===== config.mk =====
export PLATFORM = sky130hd
export DESIGN_NAME = serial_bin_tx_flat
export DESIGN_NICKNAME = d
export VERILOG_FILES = /design/src/rtl/cpld_display_pkg.sv /design/src/rtl/serial_bin_tx_if.sv /design/src/rtl/sclk_gen.sv /design/src/rtl/serial_bin_tx.sv /design/src/flat_wrapper.sv
export SDC_FILE = /design/constraint.sdc
export NUM_CORES = 1
export LEC_CHECK = 0
export ABC_AREA = 1
export BUFFER_PORTS_ARGS = -buffer_cell sky130_fd_sc_hd__buf_2
export CAP_MARGIN = 20
export CORE_MARGIN = 2
export CORE_UTILIZATION = 60
export DETAILED_ROUTE_END_ITERATION = 8
export HOLD_SLACK_MARGIN = 0.05
export PLACE_DENSITY_LB_ADDON = 0.08
export SYNTH_ARGS = -nofsm -noshare
export SYNTH_HDL_FRONTEND = slang
export SYNTH_HIERARCHICAL = 1
export SYNTH_SLANG_ARGS = --single-unit
export TNS_END_PERCENT = 50

===== constraint.sdc =====
create_clock -name clk -period 4.11 [get_ports clk]
set_clock_uncertainty 0.05 [all_clocks]
set_input_delay 0.411 -clock clk [delete_from_list [all_inputs] [get_ports clk]]
set_output_delay 0.411 -clock clk [all_outputs]
set_load 0.02 [all_outputs]

===== src/rtl/cpld_display_pkg.sv =====
// Shared definitions for the CPLD display serial link: transmitter FSM
// states, default geometry and the largest value the BCD digit chain can show.
package cpld_display_pkg;

  localparam int DEF_WIDTH  = 10;
  localparam int DEF_DIV    = 4;
  localparam int DEF_DIGITS = 3;

  typedef enum logic [1:0] {
    ST_IDLE  = 2'd0,
    ST_CLR   = 2'd1,
    ST_SHIFT = 2'd2,
    ST_DONE  = 2'd3
  } tx_state_e;

  // Largest value representable on a chain of 'digits' BCD digits (10**digits - 1).
  function automatic int bcd_max(input int digits);
    int r;
    r = 1;
    for (int i = 0; i < digits; i++) r = r * 10;
    return r - 1;
  endfunction

endpackage


===== src/rtl/serial_bin_tx_if.sv =====
// Host-to-display link of serial_bin_tx: parallel valid/ready request side
// plus the serial sclk/dout/sclr lines and the done strobe.
interface serial_bin_tx_if
  import cpld_display_pkg::*;
#(
  parameter int WIDTH = DEF_WIDTH
) ();

  logic [WIDTH-1:0] data;
  logic             valid;
  logic             ready;
  logic             sclk;
  logic             dout;
  logic             sclr;
  logic             done;

  // Host side: offers a value and watches the serial frame.
  modport master (
    output data, valid,
    input  ready, sclk, dout, sclr, done
  );

  // Transmitter side.
  modport slave (
    input  data, valid,
    output ready, sclk, dout, sclr, done
  );

endinterface


===== src/rtl/sclk_gen.sv =====
// Bit-period divider for serial_bin_tx. A period is 2*DIV clk cycles:
// DIV cycles with sclk low followed by DIV cycles with sclk high (high half
// only when sclk_en is set). half_end/period_end flag the last cycle of each
// half. The count is cleared by the FSM on accept so frames start aligned.
module sclk_gen #(
  parameter int DIV = 4
) (
  input  logic clk,
  input  logic rst,
  input  logic clr,
  input  logic run,
  input  logic sclk_en,
  output logic sclk,
  output logic half_end,
  output logic period_end
);

  localparam int CNTW = (DIV > 0) ? $clog2(2 * DIV) : 1;

  logic [CNTW-1:0] cnt;

  assign half_end   = run && (cnt == CNTW'(DIV - 1));
  assign period_end = run && (cnt == CNTW'(2 * DIV - 1));

  // Period counter and registered sclk level.
  always_ff @(posedge clk) begin
    if (rst || clr) begin
      cnt  <= '0;
      sclk <= 1'b0;
    end else if (run) begin
      cnt <= period_end ? '0 : cnt + CNTW'(1);
      if (period_end)
        sclk <= 1'b0;
      else if (half_end && sclk_en)
        sclk <= 1'b1;
    end else begin
      cnt  <= '0;
      sclk <= 1'b0;
    end
  end

endmodule


===== src/rtl/serial_bin_tx.sv =====
// Parallel-to-serial transmitter feeding the display's double-dabble BCD
// chain. Per frame: 2*DIV cycles of sclr, then WIDTH bits MSB-first, one per
// sclk period, then a one-cycle done pulse. All outputs are registered.
// Build option: SERIAL_BIN_TX_SATURATE_EN clamps accepted values above
// 10**DIGITS-1 to that maximum so the display never wraps.
module serial_bin_tx
  import cpld_display_pkg::*;
#(
  parameter int WIDTH  = DEF_WIDTH,
  parameter int DIV    = DEF_DIV,
  parameter int DIGITS = DEF_DIGITS
) (
  input logic            clk,
  input logic            rst,
  serial_bin_tx_if.slave bus
);

  localparam int CW = (WIDTH > 1) ? $clog2(WIDTH) : 1;

  // Reject geometries the frame timing cannot express.
  if (WIDTH < 1) begin : g_bad_width
    $error("serial_bin_tx: WIDTH must be >= 1");
  end
  if (DIV < 1) begin : g_bad_div
    $error("serial_bin_tx: DIV must be >= 1");
  end
  if (DIGITS < 1) begin : g_bad_digits
    $error("serial_bin_tx: DIGITS must be >= 1");
  end

  tx_state_e        state;
  logic [WIDTH-1:0] sr;
  logic [WIDTH-1:0] sr_shl;
  logic [WIDTH-1:0] load_val;
  logic [CW-1:0]    bitcnt;
  logic             ready_q;
  logic             sclr_q;
  logic             dout_q;
  logic             done_q;
  logic             accept;
  logic             run;
  logic             half_end;
  logic             period_end;
  logic             sclk_w;

  assign accept = (state == ST_IDLE) && ready_q && bus.valid;
  assign run    = (state == ST_CLR) || (state == ST_SHIFT);
  assign sr_shl = sr << 1;

  // Value captured on accept, optionally clamped to the display maximum.
  always_comb begin
    load_val = bus.data;
`ifdef SERIAL_BIN_TX_SATURATE_EN
    if (64'(bus.data) > 64'(bcd_max(DIGITS)))
      load_val = WIDTH'(bcd_max(DIGITS));
`endif
  end

  sclk_gen #(
    .DIV(DIV)
  ) u_sclk_gen (
    .clk       (clk),
    .rst       (rst),
    .clr       (accept),
    .run       (run),
    .sclk_en   (state == ST_SHIFT),
    .sclk      (sclk_w),
    .half_end  (half_end),
    .period_end(period_end)
  );

  // Frame sequencer: state, shift register, bit counter and registered outputs.
  // NOTE: every register here uses <= so all updates see pre-edge values,
  // which keeps dout tied to the sr contents of the same period.
  always_ff @(posedge clk) begin
    if (rst) begin
      state   <= ST_IDLE;
      sr      <= '0;
      bitcnt  <= '0;
      ready_q <= 1'b1;
      sclr_q  <= 1'b0;
      dout_q  <= 1'b0;
      done_q  <= 1'b0;
    end else begin
      case (state)
        ST_IDLE: begin
          done_q <= 1'b0;
          dout_q <= 1'b0;
          if (accept) begin
            sr      <= load_val;
            ready_q <= 1'b0;
            sclr_q  <= 1'b1;
            state   <= ST_CLR;
          end
        end
        ST_CLR: begin
          if (period_end) begin
            sclr_q <= 1'b0;
            bitcnt <= CW'(WIDTH - 1);
            dout_q <= sr[WIDTH-1];
            state  <= ST_SHIFT;
          end
        end
        ST_SHIFT: begin
          if (period_end) begin
            if (bitcnt == '0) begin
              dout_q <= 1'b0;
              done_q <= 1'b1;
              state  <= ST_DONE;
            end else begin
              sr     <= sr_shl;
              bitcnt <= bitcnt - CW'(1);
              dout_q <= sr_shl[WIDTH-1];
            end
          end
        end
        ST_DONE: begin
          done_q  <= 1'b0;
          ready_q <= 1'b1;
          state   <= ST_IDLE;
        end
        default: state <= ST_IDLE;
      endcase
    end
  end

  assign bus.ready = ready_q;
  assign bus.sclk  = sclk_w;
  assign bus.dout  = dout_q;
  assign bus.sclr  = sclr_q;
  assign bus.done  = done_q;

endmodule


===== src/flat_wrapper.sv =====
// flat-port wrapper written by rule: the top's interface ports become plain ports
module serial_bin_tx_flat import cpld_display_pkg::*;
#(
  parameter int WIDTH  = DEF_WIDTH,
  parameter int DIV    = DEF_DIV,
  parameter int DIGITS = DEF_DIGITS
)
  (clk, rst, bus_data, bus_valid, bus_ready, bus_sclk, bus_dout, bus_sclr, bus_done);
  serial_bin_tx_if #(.WIDTH(WIDTH)) bus_i ();
  input logic clk;
  input logic rst;
  input wire logic [$bits(bus_i.data)-1:0] bus_data;
  input wire logic [$bits(bus_i.valid)-1:0] bus_valid;
  output wire logic [$bits(bus_i.ready)-1:0] bus_ready;
  output wire logic [$bits(bus_i.sclk)-1:0] bus_sclk;
  output wire logic [$bits(bus_i.dout)-1:0] bus_dout;
  output wire logic [$bits(bus_i.sclr)-1:0] bus_sclr;
  output wire logic [$bits(bus_i.done)-1:0] bus_done;
  assign bus_i.data = bus_data;
  assign bus_i.valid = bus_valid;
  assign bus_ready = bus_i.ready;
  assign bus_sclk = bus_i.sclk;
  assign bus_dout = bus_i.dout;
  assign bus_sclr = bus_i.sclr;
  assign bus_done = bus_i.done;
  serial_bin_tx #(.WIDTH(WIDTH), .DIV(DIV), .DIGITS(DIGITS)) u_core (.clk(clk), .rst(rst), .bus(bus_i));
endmodule

# --- Word level (Yosys, flattened, before mapping) ---
# Index checks and enable logic that the tools add are counted.
word_totals:
  wordCells: 71
  out_inout_bits: 5
  input_bits: 13
  mem_count: 0
  reg_bits: 24
  mem_bits_ro: 0
  mem_bits_rw: 0
  latch_bits: 0
op_classes:
  div_mod_pow: 0
  n_reduce_logical: 24
  n_bitwise: 1
  mux: 25
  shift: 0
  n_lt_le_gt_ge: 0
  eq_ne: 10
  multipliers: 0
  add_sub_neg: 2
ops:
  columns: ["cell", "n"]
  rows:
  - ["$mux 10", 3]
  - ["$pmux 10 s2", 1]
  - ["$mux 4", 3]
  - ["$reduce_and 4->1", 3]
  - ["$reduce_bool 2->1", 5]
  - ["$reduce_and 3->1", 3]
  - ["$mux 1", 8]
  - ["$mux 2", 4]
  - ["$pmux 2 s4", 1]
  - ["$pmux 4 s2", 1]
  - ["$ne 2x2->1 const B", 3]
  - ["$pmux 1 s2", 3]
  - ["$logic_and 1x1->1", 5]
  - ["$eq 2x2->1 const B", 2]
  - ["$logic_not 4->1", 1]
  - ["$ne 2x1->1 const B", 2]
  - ["$sub 4x1->4 const B", 1]
  - ["$add 3x1->3 const B", 1]
  - ["$eq 3x2->1 const B", 1]
  - ["$eq 3x3->1 const B", 1]
  - ["$pmux 1 s3", 1]
  - ["$reduce_bool 3->1", 1]
  - ["$reduce_or 3->1", 1]
  - ["$eq 2x1->1 const B", 1]
  - ["other kinds (5)", 6]

# --- Logic depth before layout (Yosys ltp) ---
# Gate-level depths: netlist of run 1.
logic_depth:
  depth_word: 5
  mapped_depth: 12

# --- Modules after synthesis ---
# Netlist of run 1, hierarchy kept.
by_module_without_submodules:
  columns: ["mod", "cells_per_inst", "area_per_inst_um2", "n_inst", "seq_area_each_um2"]
  rows:
  - ["serial_bin_tx", 161, 1196.1, 1, 400.4]
  - ["sclk_gen", 29, 202.7, 1, 80.1]

# --- Worst setup path before layout of run 1 ---
# OpenSTA, ideal clock, no wires.
synth_timing:
  path_kind: "reg-to-reg"
  start: "register u_core.state[0]"
  end: "register u_core.sr[7]"
  n_path_buf: 1
  period_less_slack_ns: 1.703
  slack_ns: 2.407
  required_ns: 3.948
  arrival_ns: 1.541
  stages_incl_launch_ff: 13
  path_cell_list: "dfxtp_1 -> inv_1 -> ha_1 -> nand2_1 -> inv_1 -> inv_2 -> nand2_4 -> nand3_4 -> nor2_8 -> buf_8 -> nand2_2 -> nand2_1 -> nor2_2"
synth_between:
  elab_chain_cells: 5
synth_lines:
  columns: ["element", "line_no", "source"]
  rows:
  - ["start, declared", "serial_bin_tx.sv:31", "tx_state_e state;"]
  - ["start signal, assigned", "serial_bin_tx.sv:77", "state <= ST_IDLE;"]
  - ["start signal, assigned", "serial_bin_tx.sv:93", "state <= ST_CLR;"]
  - ["start signal, assigned", "serial_bin_tx.sv:101", "state <= ST_SHIFT;"]
  - ["$eq 2x1->1 or $eq 2x2->1 (tied branches)", "serial_bin_tx.sv:47", "assign run = (state == ST_CLR) || (state == ST_SHIFT);"]
  - ["$logic_or 1x1->1 *", "serial_bin_tx.sv:47", null]
  - ["named net u_core.run", "serial_bin_tx.sv:41", "logic run;"]
  - ["$logic_and 1x1->1 *", "sclk_gen.sv:23", "assign period_end = run && (cnt == CNTW'(2 * DIV - 1));"]
  - ["named net u_core.period_end", "serial_bin_tx.sv:43", "logic period_end;"]
  - ["$ne 2x1->1 (no source line) *", null, null]
  - ["$reduce_and 4->1 (no source line) *", null, null]
  - ["end signal, assigned", "serial_bin_tx.sv:90", "sr <= load_val;"]
  - ["end signal, assigned", "serial_bin_tx.sv:111", "sr <= sr_shl;"]
  - ["end, declared", "serial_bin_tx.sv:32", "logic [WIDTH-1:0] sr;"]
# Mark *: on every way through the listed nets, which the timed path passes. The rest lies on a longest branch.
# A chain may end at the register's enable or synchronous reset.

# --- Final worst setup path of run 1 ---
layout_timing:
  start: "register u_core.state[0]"
  end: "register u_core.sr[9]"
layout_between:
  elab_chain_cells: 5
layout_lines:
  columns: ["element", "line_no"]
  rows:
  - ["$eq 2x1->1, or another cell as far along", "serial_bin_tx.sv:47"]
  - ["$logic_or 1x1->1 or $logic_and 1x1->1 (tied branches)", "serial_bin_tx.sv:47, serial_bin_tx.sv:46"]
  - ["$logic_and 1x1->1, on equally long branches", "sclk_gen.sv:23, serial_bin_tx.sv:46"]
  - ["$ne 2x1->1 (no source line) or $ne 2x2->1 (tied branches)", null]
  - ["$reduce_and 4->1 (no source line)", null]
# Parallel ways exist; a longest one is shown, timed or not.

==> impl_results.md, run 1 <==
* Syn Area/Cell at roughly 7.4 sq um
* Crit path from: u_core/state[0]
* Final instance area at ~1500 sq um
* WP depth at 9
* Worst skew pair latency at between 0.3 and 0.4 ns
* Core area at around 2200 sq um
* Hold Path Class: in2reg
* CTS tree: yes
* Routed vias at 1193
* Multi-input gate area at 769 sq um
* Clock transition at path regs at 0.13 ns
* CP Buf/Inv Count at 2
* Root Driver: clkbuf_4
* Die X at about 52 um
* Setup Fix Bufs, Post-CTS at 0
* CTS resizes at 0
* Drt wl/cell at 11.3 um
* Highest Clock Rate at 0.453 GHz
* Die area at 2720 sq um
* Num CTS Buffers at 3
* Setup TNS at 0 ns
* Vias in the first global route at 1042
* GRT Util Overall at 21.5%
* Reported max-cap violation count at 0
* Cell mode on critical path: nand2_1
* Wirelength, routed at 2620 um
* Initial antenna violation count at 0
* Pwr Density at 600 nW/um^2
* Comb power frac at between 50% and 60%
* Pint at 493 uW
* Antenna cells at 0
* CTS Buffer Depth at 2
* DR pass1 iterations at 6
* H-tree depth at 1
* IO Port Bufs at 17
* Final setup vio count at 0
* Crit path DAT at ~2.4 ns
* Clock network power share at 11.2%
* RSZ-0062 raised after global routing: no
* Crit-path max cell delay at approximately 0.79 ns
* RR Startpoint: u_core/state[0]
* Switching pwr at 406 uW
* Syn Inst Count at 188
* Congestion Overflow GR at 0
* Final worst path period need at 2.21 ns
* Slew Viols, Final at 0
* Crit path max-delay cell type: ha_1
* Peak supply drop at 347 uV
* Clk sinks at 24
* Io pins at 18
* Hold_ws at 0.330 ns
* Hold depth at 3
* Area delta synth->final at 7.55%
* Vias per inst at ~5.1
* Antenna Nets Post-Route at 0
* Starting Density at a little over three fifths
* Row Count at 17
* CP startpoint kind: flop
* Leak at 0.736 nW
* # fillers at 204
* Gp weighted congestion at 0.788
* Starting DRC count in detailed routing at 28
* Crit-path leading delay family: adder cells
* Crit end category: flop
* Register share of total power at 35.5%
* Pin count of the biggest net entering global routing at 19
* Nets at 228
* FF/Latch Area at 480 sq um
* Die Span Y at 52.2 um
* Syn Nets at 210
* Crit path kind: reg2reg
* Switching part of the total at a little under half
* Rel. slew slack at 37.2%
* Drt drc at 0
* Max Fanout on Critical Path at 18
* Min-delay src: bus_data[0]
* Placed Area at 1470 sq um
* Fraction of final layout cells sized beyond drive strength 1 at 24.0%
* DP Wirelength at between 1500 and 2000 um
* WP data required at 4.28 ns
* First-pass GRT wire length at 4380 um
* Hold-fix buffers at CTS at 0
* Slew @ Worst Pin at 0.941 ns
* Crit-path cells: inv_1 -> ha_1 -> inv_4 -> nand2_4 -> nand3_4 -> nor2_8 -> nand2_1 -> nand2_1 -> nor2_2
* Status: complete, no violations
* YS warnings at 6
* FF-to-FF path depth at 9
* Mapped cell area at 1390 sq um
* Final period utilization at between 50% and 60%
* Final Hold Fails at 0
## state kept, by name, indices dropped and copies added, names as in the netlist
name,count
u_core/bitcnt,4
u_core/u_sclk_gen/cnt,3
u_core/bus.dout,1
u_core/u_sclk_gen/sclk,1
u_core/sr,10
u_core/state,2
u_core/bus.sclr,1
u_core/bus.done,1
u_core/bus.ready,1
## worst paths after layout
path                                    to  slack (ns)
hold / removal                u_core/sr[0]        0.33
setup reg to reg              u_core/sr[9]        1.90
setup / recovery              u_core/sr[9]        1.90
hold reg to reg   u_core/u_sclk_gen/cnt[0]        0.39
## placed cells by master (no fill, tap or decap)
cell type,count
nand2_1,49
dfxtp_1,24
inv_1,23
nor2_2,19
buf_2,17
nor2_1,17
ha_1,9
a21oi_1,8
mux2i_1,8
nand3_1,6
o21ai_0,4
clkbuf_4,3
inv_2,3
nand4_1,3
nand2_4,2
nor3_1,2
o211ai_1,1
a211oi_1,1
nand3_2,1
inv_4,1
nand3_4,1
nor2_8,1
nand2_2,1
## metrics by stage
stage                     power [mW]  instances  utilization (%)  setup WS (ns)
after floorplan                0.748        188                -           2.43
after global placement         0.783        229             66.6           2.04
after detailed placement       0.803        229             66.6           1.91
after CTS                      0.906        232             67.6           1.89
after global routing           0.982        232             67.6           1.71
final                          0.899        232             67.6           1.90
## layer usage
metal  track usage, %  share of wire [%]
met1             27.1                 47
met2             36.5                 47
met3             2.59                4.5
met4             9.83                1.3
met5                0                  0
## power by group through the flow
stage               clock network (mW)  registers [mW]  logic, mW
floorplan                            0           0.327      0.422
global placement                     0           0.321      0.462
detailed placement                   0           0.325      0.478
CTS                              0.105           0.319      0.481
global route                     0.114           0.324      0.544
finish                           0.101           0.319      0.479
## worst min-delay path, stage by stage
cell     delay, ns
buf_2         0.10
nand3_1       0.08
a21oi_1       0.06
## final cells by class
| type | instances | area share, % |
|---|---|---|
| well taps | 28 | 2.34 |
| clock buffers | 3 | 1.51 |
| inverters | 27 | 6.94 |
| repair buffers | 17 | 5.69 |
| multi-input cells | 133 | 51.4 |
| flip-flops and latches | 24 | 32.1 |
No activity file was read; power rests on OpenSTA's default activity.
==> run 2, diff against run 1 <==
--- a/config.mk
+++ b/config.mk
@@ -5,11 +5,11 @@
 export SDC_FILE = /design/constraint.sdc
 export NUM_CORES = 1
 export LEC_CHECK = 0
-export ABC_AREA = 1
+export ABC_AREA = 0
 export BUFFER_PORTS_ARGS = -buffer_cell sky130_fd_sc_hd__buf_2
 export CAP_MARGIN = 20
 export CORE_MARGIN = 2
-export CORE_UTILIZATION = 60
+export CORE_UTILIZATION = 56
 export DETAILED_ROUTE_END_ITERATION = 8
 export HOLD_SLACK_MARGIN = 0.05
 export PLACE_DENSITY_LB_ADDON = 0.08
==> constraint.sdc (replaced) <==
create_clock -name clk -period 2.2 [get_ports clk]
set_clock_uncertainty 0.05 [all_clocks]
set_input_delay 0.22 -clock clk [delete_from_list [all_inputs] [get_ports clk]]
set_output_delay 0.22 -clock clk [all_outputs]
set_load 0.02 [all_outputs]
==> run 2 against run 1 <==
  * First-iteration DRC count is 14% lower
  * Total power is 76% higher
  * Critical endpoint is now u_core/sr[5]
  * Maximum frequency is 11% higher
  * Clock power is 83% higher
  * Count of clock-buffer cells in the layout stayed put
  * Sequential share of layout area is 0.69 points higher
  * Wire length is 0.99% higher
  * Combinational power is 69% higher
  * Hold slack worse by 0.12 ns
  * Register-to-register slack worse by 1.7 ns
==> impl_results.md, run 2 <==
* Register share of total power at 37.2% (+1.7 points)
* Status: complete, no violations
* DP Wirelength at 1900 um (-2.8%)
* Setup TNS at 0 ns (unchanged)
* Root Driver: clkbuf_4
* Syn Area/Cell at 9.29 sq um (+26%)
* Most common library cell in the layout ignoring fill and taps: dfxtp_1
* Final instance area at 1470 sq um (-2.1%)
* Largest reg by FF count: u_core/sr
* Layout Cells excl Fill at 187 (-19%)
* RSZ-0062 raised after global routing: no
* Crit end category: flop
* Final period utilization at 90.1% (+36 points)
* WP depth at 6 (-3)
* Starting DRC count in detailed routing at 24 (-14%)
* CTS resizes at 0 (unchanged)
* Most frequent cells in the layout: 24 x dfxtp_1, 17 x buf_2, 17 x inv_1
* YS warnings at 6 (unchanged)
* # fillers at 173 (-15%)
* Die area at 2710 sq um (-0.52%)
* Worst skew pair latency at 0.30 ns (about the same)
* GRT Util Overall at 22.6% (+1.1 points)
* Drt wl/cell at 14.1 um (+25%)
* Pint at 961 uW (+95%)
* CP startpoint kind: flop
* Reported max-cap violation count at 0 (unchanged)
* Slew @ Worst Pin at 0.431 ns (-0.510 ns)
* Die Span Y at 52.0 um (-0.26%)
* Placed Area at 1430 sq um (-2.9%)
* Max reg flops at 10 (unchanged)
* Nets at 183 (-20%)
* Hold depth at 4 (+1)
* Area delta synth->final at 13.5%
* Congestion Overflow GR at 0 (unchanged)
* Syn Nets at 161 (-23%)
* Min-delay src: bus_valid
* Crit path kind: reg2reg
* Placed insts at 184 (-20%)
* Comb power frac at 51.2% (-2.1 points)
* Hold Path Class: in2reg
* Gp weighted congestion at 0.879 (+11%)
* Antenna cells at 0 (unchanged)
* CTS Buffer Depth at 2 (unchanged)
* Vias in the first global route at 1064 (+2.1%)
* Final setup vio count at 0 (unchanged)
* Biggest regs: u_core/sr (10), u_core/bitcnt (4), u_core/u_sclk_gen/cnt (3)
* Crit-path cells: inv_1 -> ha_1 -> nor4bb_2 -> buf_4 -> nor4_1 -> a211oi_1
* Syn Inst Count at 139 (-26%)
* Rel. slew slack at 71.1% (+34 points)
* Crit-path max cell delay at 0.47 ns (-0.32 ns)
* First-pass GRT wire length at 4590 um (+4.7%)
* IO Port Bufs at 17 (unchanged)
* Row Count at 17 (unchanged)
* CP Buf/Inv Count at 2 (unchanged)
* Highest Clock Rate at 0.505 GHz (+11%)
* Fraction of final layout cells sized beyond drive strength 1 at 28.9% (+4.9 points)
* Clock network power share at 11.7% (+0.5 points)
* R2r setup slk at 0.22 ns (-1.68 ns)
* Final worst path period need at 1.98 ns (-0.227 ns)
* Clk sinks at 24 (unchanged)
* Switching pwr at 624 uW (+54%)
* CTS tree: yes
* Worst slack, placed at 0.199 ns (-1.71 ns)
* Starting Density at 58.9% (-4.0 points)
* Max Fanout on Critical Path at 9 (-9)
* Antenna Nets Post-Route at 0 (unchanged)
* Core area at 2190 sq um (-0.96%)
* H-tree depth at 1 (unchanged)
* Die X at 52.0 um (-0.26%)
* Vias per inst at 5.71 (+11%)
* Util after Layout at 66.9% (-0.77 points)
* Setup Fix Bufs, Post-CTS at 0 (unchanged)
* Final Hold Fails at 0 (unchanged)
* Worst r2r dst: u_core/sr[5]
* WP data required at 2.37 ns (-1.91 ns)
* Clock transition at path regs at 0.12 ns (about the same)
* Peak supply drop at 703 uV (+100%)
* Drt drc at 0 (unchanged)
* FF-to-FF path depth at 6 (-3)
* Switching part of the total at 39.4% (-5.8 points)
* Slew Viols, Final at 0 (unchanged)
* Final WS setup at 0.219 ns (-1.68 ns)
* Wirelength, routed at 2640 um (+0.99%)
* Io pins at 18 (unchanged)
* Mapped cell area at 1290 sq um (-7.2%)
* Hold-fix buffers at CTS at 0 (unchanged)
* Num CTS Buffers at 3 (unchanged)
* Pwr Density at 1080 nW/um^2 (+80%)
* Initial antenna violation count at 0 (unchanged)
* DR pass1 iterations at 4 (-2)
* Crit path max-delay cell type: nor4bb_2
* Hold Path End: u_core/bus.ready
* Crit path DAT at 2.15 ns (-0.23 ns)
* RR Startpoint: u_core/state[0]
* Routed vias at 1068 (-10%)
* Pin count of the biggest net entering global routing at 18 (-1)
* Crit-path leading delay family: simple AND/OR/NAND/NOR gates
* Leak at 0.588 nW (-20%)
==> run 2: tightest hold or removal path, cell delays in order <==
cell and delay [ns]:
buf_2 0.13, nand2_1 0.07, o22ai_1 0.07, nand2_1 0.06
==> run 2: power groups by stage <==
stage / logic, mW / clock network, mW / registers [mW]
after floorplan: 0.593 / 0 / 0.597
after detailed placement: 0.775 / 0 / 0.600
after CTS: 0.787 / 0.197 / 0.589
after global placement: 0.764 / 0 / 0.592
final: 0.811 / 0.185 / 0.590
after global routing: 0.907 / 0.215 / 0.600
==> run 2: layout make-up <==
cell class,instances,area (sq um),share of cell area [%]
repair buffers,23,130,8.88
flip-flops and latches,24,480,32.8
multi-input cells,92,733,50.0
well taps,28,35.0,2.39
clock buffers,3,22.5,1.54
inverters,17,63.8,4.36
==> run 2: worst max-delay path by stage <==
stage | from | to | slack (ns)
after floorplan | u_core/state[1] | u_core/sr[0] | 0.30
after global placement | u_core/state[1] | u_core/sr[0] | 0.25
after detailed placement | u_core/state[0] | u_core/sr[0] | 0.20
after CTS | u_core/state[0] | u_core/sr[3] | 0.17
after global routing | u_core/state[0] | u_core/sr[5] | 0.004
final | u_core/state[0] | u_core/sr[5] | 0.22
==> run 2: per-layer routing <==
| metal | wire, um | global-route usage [%] | up-vias |
|---|---|---|---|
| li1 | - | - | 550 |
| met2 | 1250 | 37.6 | 24 |
| met5 | 0 | 0 | - |
| met3 | 76 | 2.59 | 2 |
| met1 | 1290 | 29.5 | 492 |
| met4 | 26 | 9.21 | 0 |
==> run 2: through the flow <==
| step | total power, mW | hold WS (ns) |
|---|---|---|
| 3_5_place_dp | 1.37 | 0.365 |
| 2_1_floorplan | 1.19 | 0.242 |
| 4_1_cts | 1.57 | 0.198 |
| 3_3_place_gp | 1.36 | 0.358 |
| 5_1_grt | 1.72 | 0.200 |
| 6_report | 1.59 | 0.211 |
==> run 3, diff against run 2 <==
--- a/config.mk
+++ b/config.mk
@@ -8,8 +8,9 @@
 export ABC_AREA = 0
 export BUFFER_PORTS_ARGS = -buffer_cell sky130_fd_sc_hd__buf_2
 export CAP_MARGIN = 20
+export CORE_ASPECT_RATIO = 1.2
 export CORE_MARGIN = 2
-export CORE_UTILIZATION = 56
+export CORE_UTILIZATION = 50
 export DETAILED_ROUTE_END_ITERATION = 8
 export HOLD_SLACK_MARGIN = 0.05
 export PLACE_DENSITY_LB_ADDON = 0.08
==> constraint.sdc (replaced) <==
create_clock -name clk -period 1.8 [get_ports clk]
set_clock_uncertainty 0.05 [all_clocks]
set_input_delay 0.18 -clock clk [delete_from_list [all_inputs] [get_ports clk]]
set_output_delay 0.18 -clock clk [all_outputs]
set_load 0.02 [all_outputs]
==> run 3 against run 2 <==
  * Via count grew 8.0%
  * Maximum frequency grew 10%
  * Setup slack got worse by 0.22 ns
  * Global-route usage about the same
  * Wire length is 13% higher
  * Sequential power grew 22%
  * Clock power increased by 120%
  * Non-clock buffer count up 9
  * Critical path depth stayed put
  * Cell area grew 12%
==> impl_results.md, run 3 (synthesis results as in run 2) <==
* Status: complete, no violations
* Multi-input gate area at 798 sq um (+8.9%)
* Crit path max-delay cell type: or4_1
* Switching pwr at 875 uW (+40%)
* Crit-path cells: buf_4 -> ha_4 -> nor4bb_2 -> buf_4 -> or4_1 -> a21oi_1
* CP startpoint kind: flop
* Slew Viols, Final at 0 (unchanged)
* R2r setup slk at 0.003 ns (-0.22 ns)
* Fraction of final layout cells sized beyond drive strength 1 at 40.8% (+12 points)
* RSZ-0062 raised after global routing: yes
* Hold Path Class: in2reg
* Final period utilization at 99.8% (+9.8 points)
* CTS tree: yes
* Register share of total power at 30.8% (-6.4 points)
* Util after Layout at 65.6% (-1.3 points)
* Crit end category: flop
* Comb power frac at 52.1% (+0.9 points)
* Num CTS Buffers at 3 (unchanged)
* Crit path DAT at 2.01 ns (-0.14 ns)
* FF/Latch Area at 487 sq um (+1.3%)
* WP data required at 2.02 ns (-0.35 ns)
* IO Port Bufs at 17 (unchanged)
* Biggest regs: u_core/sr (10), u_core/bitcnt (4), u_core/u_sclk_gen/cnt (3)
* Clock network power share at 17.1% (+5.4 points)
* Pin count of the biggest net entering global routing at 18 (unchanged)
* Leak at 0.654 nW (+11%)
* Worst skew pair latency at 0.32 ns (+0.02 ns)
* Pint at 1.47 mW (+53%)
* Highest Clock Rate at 0.557 GHz (+10%)
* Rel. slew slack at 76.7% (+5.6 points)
* Die Span Y at 59.7 um (+15%)
* Peak supply drop at 848 uV (+21%)
* Placed insts at 198 (+7.6%)
* Placed Area at 1540 sq um (+7.8%)
* Row Count at 20 (+3)
* Most common library cell in the layout ignoring fill and taps: dfxtp_1
* Starting DRC count in detailed routing at 17 (-29%)
* Final Hold Fails at 0 (unchanged)
* CTS Buffer Depth at 2 (unchanged)
* DP Wirelength at 2170 um (+14%)
* Hold-fix buffers at CTS at 0 (unchanged)
* Drt drc at 0 (unchanged)
* Largest reg by FF count: u_core/sr
* Congestion Overflow GR at 0 (unchanged)
* Vias per inst at 5.71 (about the same)
* Area delta synth->final at 27.0%
* Vias in the first global route at 1121 (+5.4%)
* DR pass1 iterations at 4 (unchanged)
* CP Buf/Inv Count at 2 (unchanged)
* Max reg flops at 10 (unchanged)
* Cell mode on critical path: buf_4
* Crit-path max cell delay at 0.51 ns (+0.04 ns)
* Slew @ Worst Pin at 0.349 ns (-0.0820 ns)
* Reported max-cap violation count at 0 (unchanged)
* Crit-path leading delay family: simple AND/OR/NAND/NOR gates
* Crit path kind: reg2reg
* First-pass GRT wire length at 5130 um (+12%)
* Die area at 3010 sq um (+11%)
* Layout Cells excl Fill at 202 (+8.0%)
* Starting Density at 51.6% (-7.3 points)
* H-tree depth at 1 (unchanged)
* Final setup vio count at 0 (unchanged)
* Gp weighted congestion at 0.777 (-12%)
* Root Driver: clkbuf_4
* GRT Util Overall at 22.6% (about the same)
* Routed vias at 1153 (+8.0%)
* Drt wl/cell at 14.7 um (+4.3%)
* Initial antenna violation count at 0 (unchanged)
* Final instance area at 1640 sq um (+12%)
* Clk sinks at 24 (unchanged)
* Io pins at 18 (unchanged)
* Core area at 2500 sq um (+14%)
* Antenna cells at 0 (unchanged)
* Switching part of the total at 37.3% (-2.0 points)
* Antenna Nets Post-Route at 0 (unchanged)
* Nets at 192 (+4.9%)
* Clock transition at path regs at 0.14 ns (+0.02 ns)
* Final worst path period need at 1.80 ns (-0.185 ns)
* Most frequent cells in the layout: 19 x dfxtp_1, 17 x buf_2, 15 x inv_1, 15 x buf_4
* Max Fanout on Critical Path at 16 (+7)
* # fillers at 225 (+30%)
* Die X at 50.4 um (-3.1%)
* Wirelength, routed at 2980 um (+13%)
* Pwr Density at 1430 nW/um^2 (+32%)
-- run 3: cell count changes in the layout (fill, tap and decap cells not counted), moves of 2 or more --
cell and change:
inv_2 +2, ha_1 -3, dfxtp_1 -5, inv_1 -2
buf_4 +9, ha_4 +2, dfxtp_2 +5
-- run 3: power by group through the flow --
stage / combinational, mW / clock, mW / sequential (mW)
2_1_floorplan: 0.824 / 0 / 0.740
3_3_place_gp: 1.12 / 0 / 0.723
3_5_place_dp: 1.15 / 0 / 0.731
4_1_cts: 1.20 / 0.407 / 0.719
5_1_grt: 1.34 / 0.429 / 0.729
6_report: 1.22 / 0.401 / 0.722
-- run 3: tightest hold or removal path, stage by stage --
cell     delay, ns
buf_2         0.12
nand2_1       0.06
o22ai_1       0.07
nand2_1       0.06
-- run 3: worst paths after layout --
check                                              start                  endpoint  depth (start not counted)
worst max-delay path                     u_core/state[1]          u_core/bitcnt[2]                          6
worst min-delay path                           bus_valid          u_core/bus.ready                          4
worst max register to register           u_core/state[1]          u_core/bitcnt[2]                          6
worst min register to register  u_core/u_sclk_gen/cnt[0]  u_core/u_sclk_gen/cnt[0]                          1
-- run 3: what timing repair did --
item                                    4_1_cts  5_1_grt
cloned                                        0        0
buffers inserted                              0        0
endpoints found under the setup margin       12       15
gates resized for setup                       4        8
pin swaps                                     0        2
-- run 3: final cells by class --
class | count | area share, %
clock inverter | 1 | 1.83
inverter | 17 | 3.89
sequential | 24 | 29.7
clock buffer | 3 | 1.37
multi-input combinational | 92 | 48.7
timing repair buffer | 32 | 12.1
tap | 33 | 2.52
-- run 3: metal layers --
layer,global-route usage [%],part of all wire (%),vias to the layer above
li1,-,-,567
met1,28.3,45,555
met2,39.5,50,25
met3,2.75,3.2,6
met4,9.27,1.8,0
met5,0,0,-
-- run 3: through the flow --
step / setup WS [ns] / setup TNS (ns) / hold WS, ns / power, mW
2_1_floorplan: 0.000891 / 0 / 0.201 / 1.56
3_3_place_gp: -0.0433 / -0.0866 / 0.355 / 1.84
3_5_place_dp: -0.0897 / -0.395 / 0.373 / 1.88
4_1_cts: -0.00559 / -0.00683 / 0.123 / 2.32
5_1_grt: -0.0667 / -0.412 / 0.130 / 2.49
6_report: 0.00343 / 0 / 0.136 / 2.34
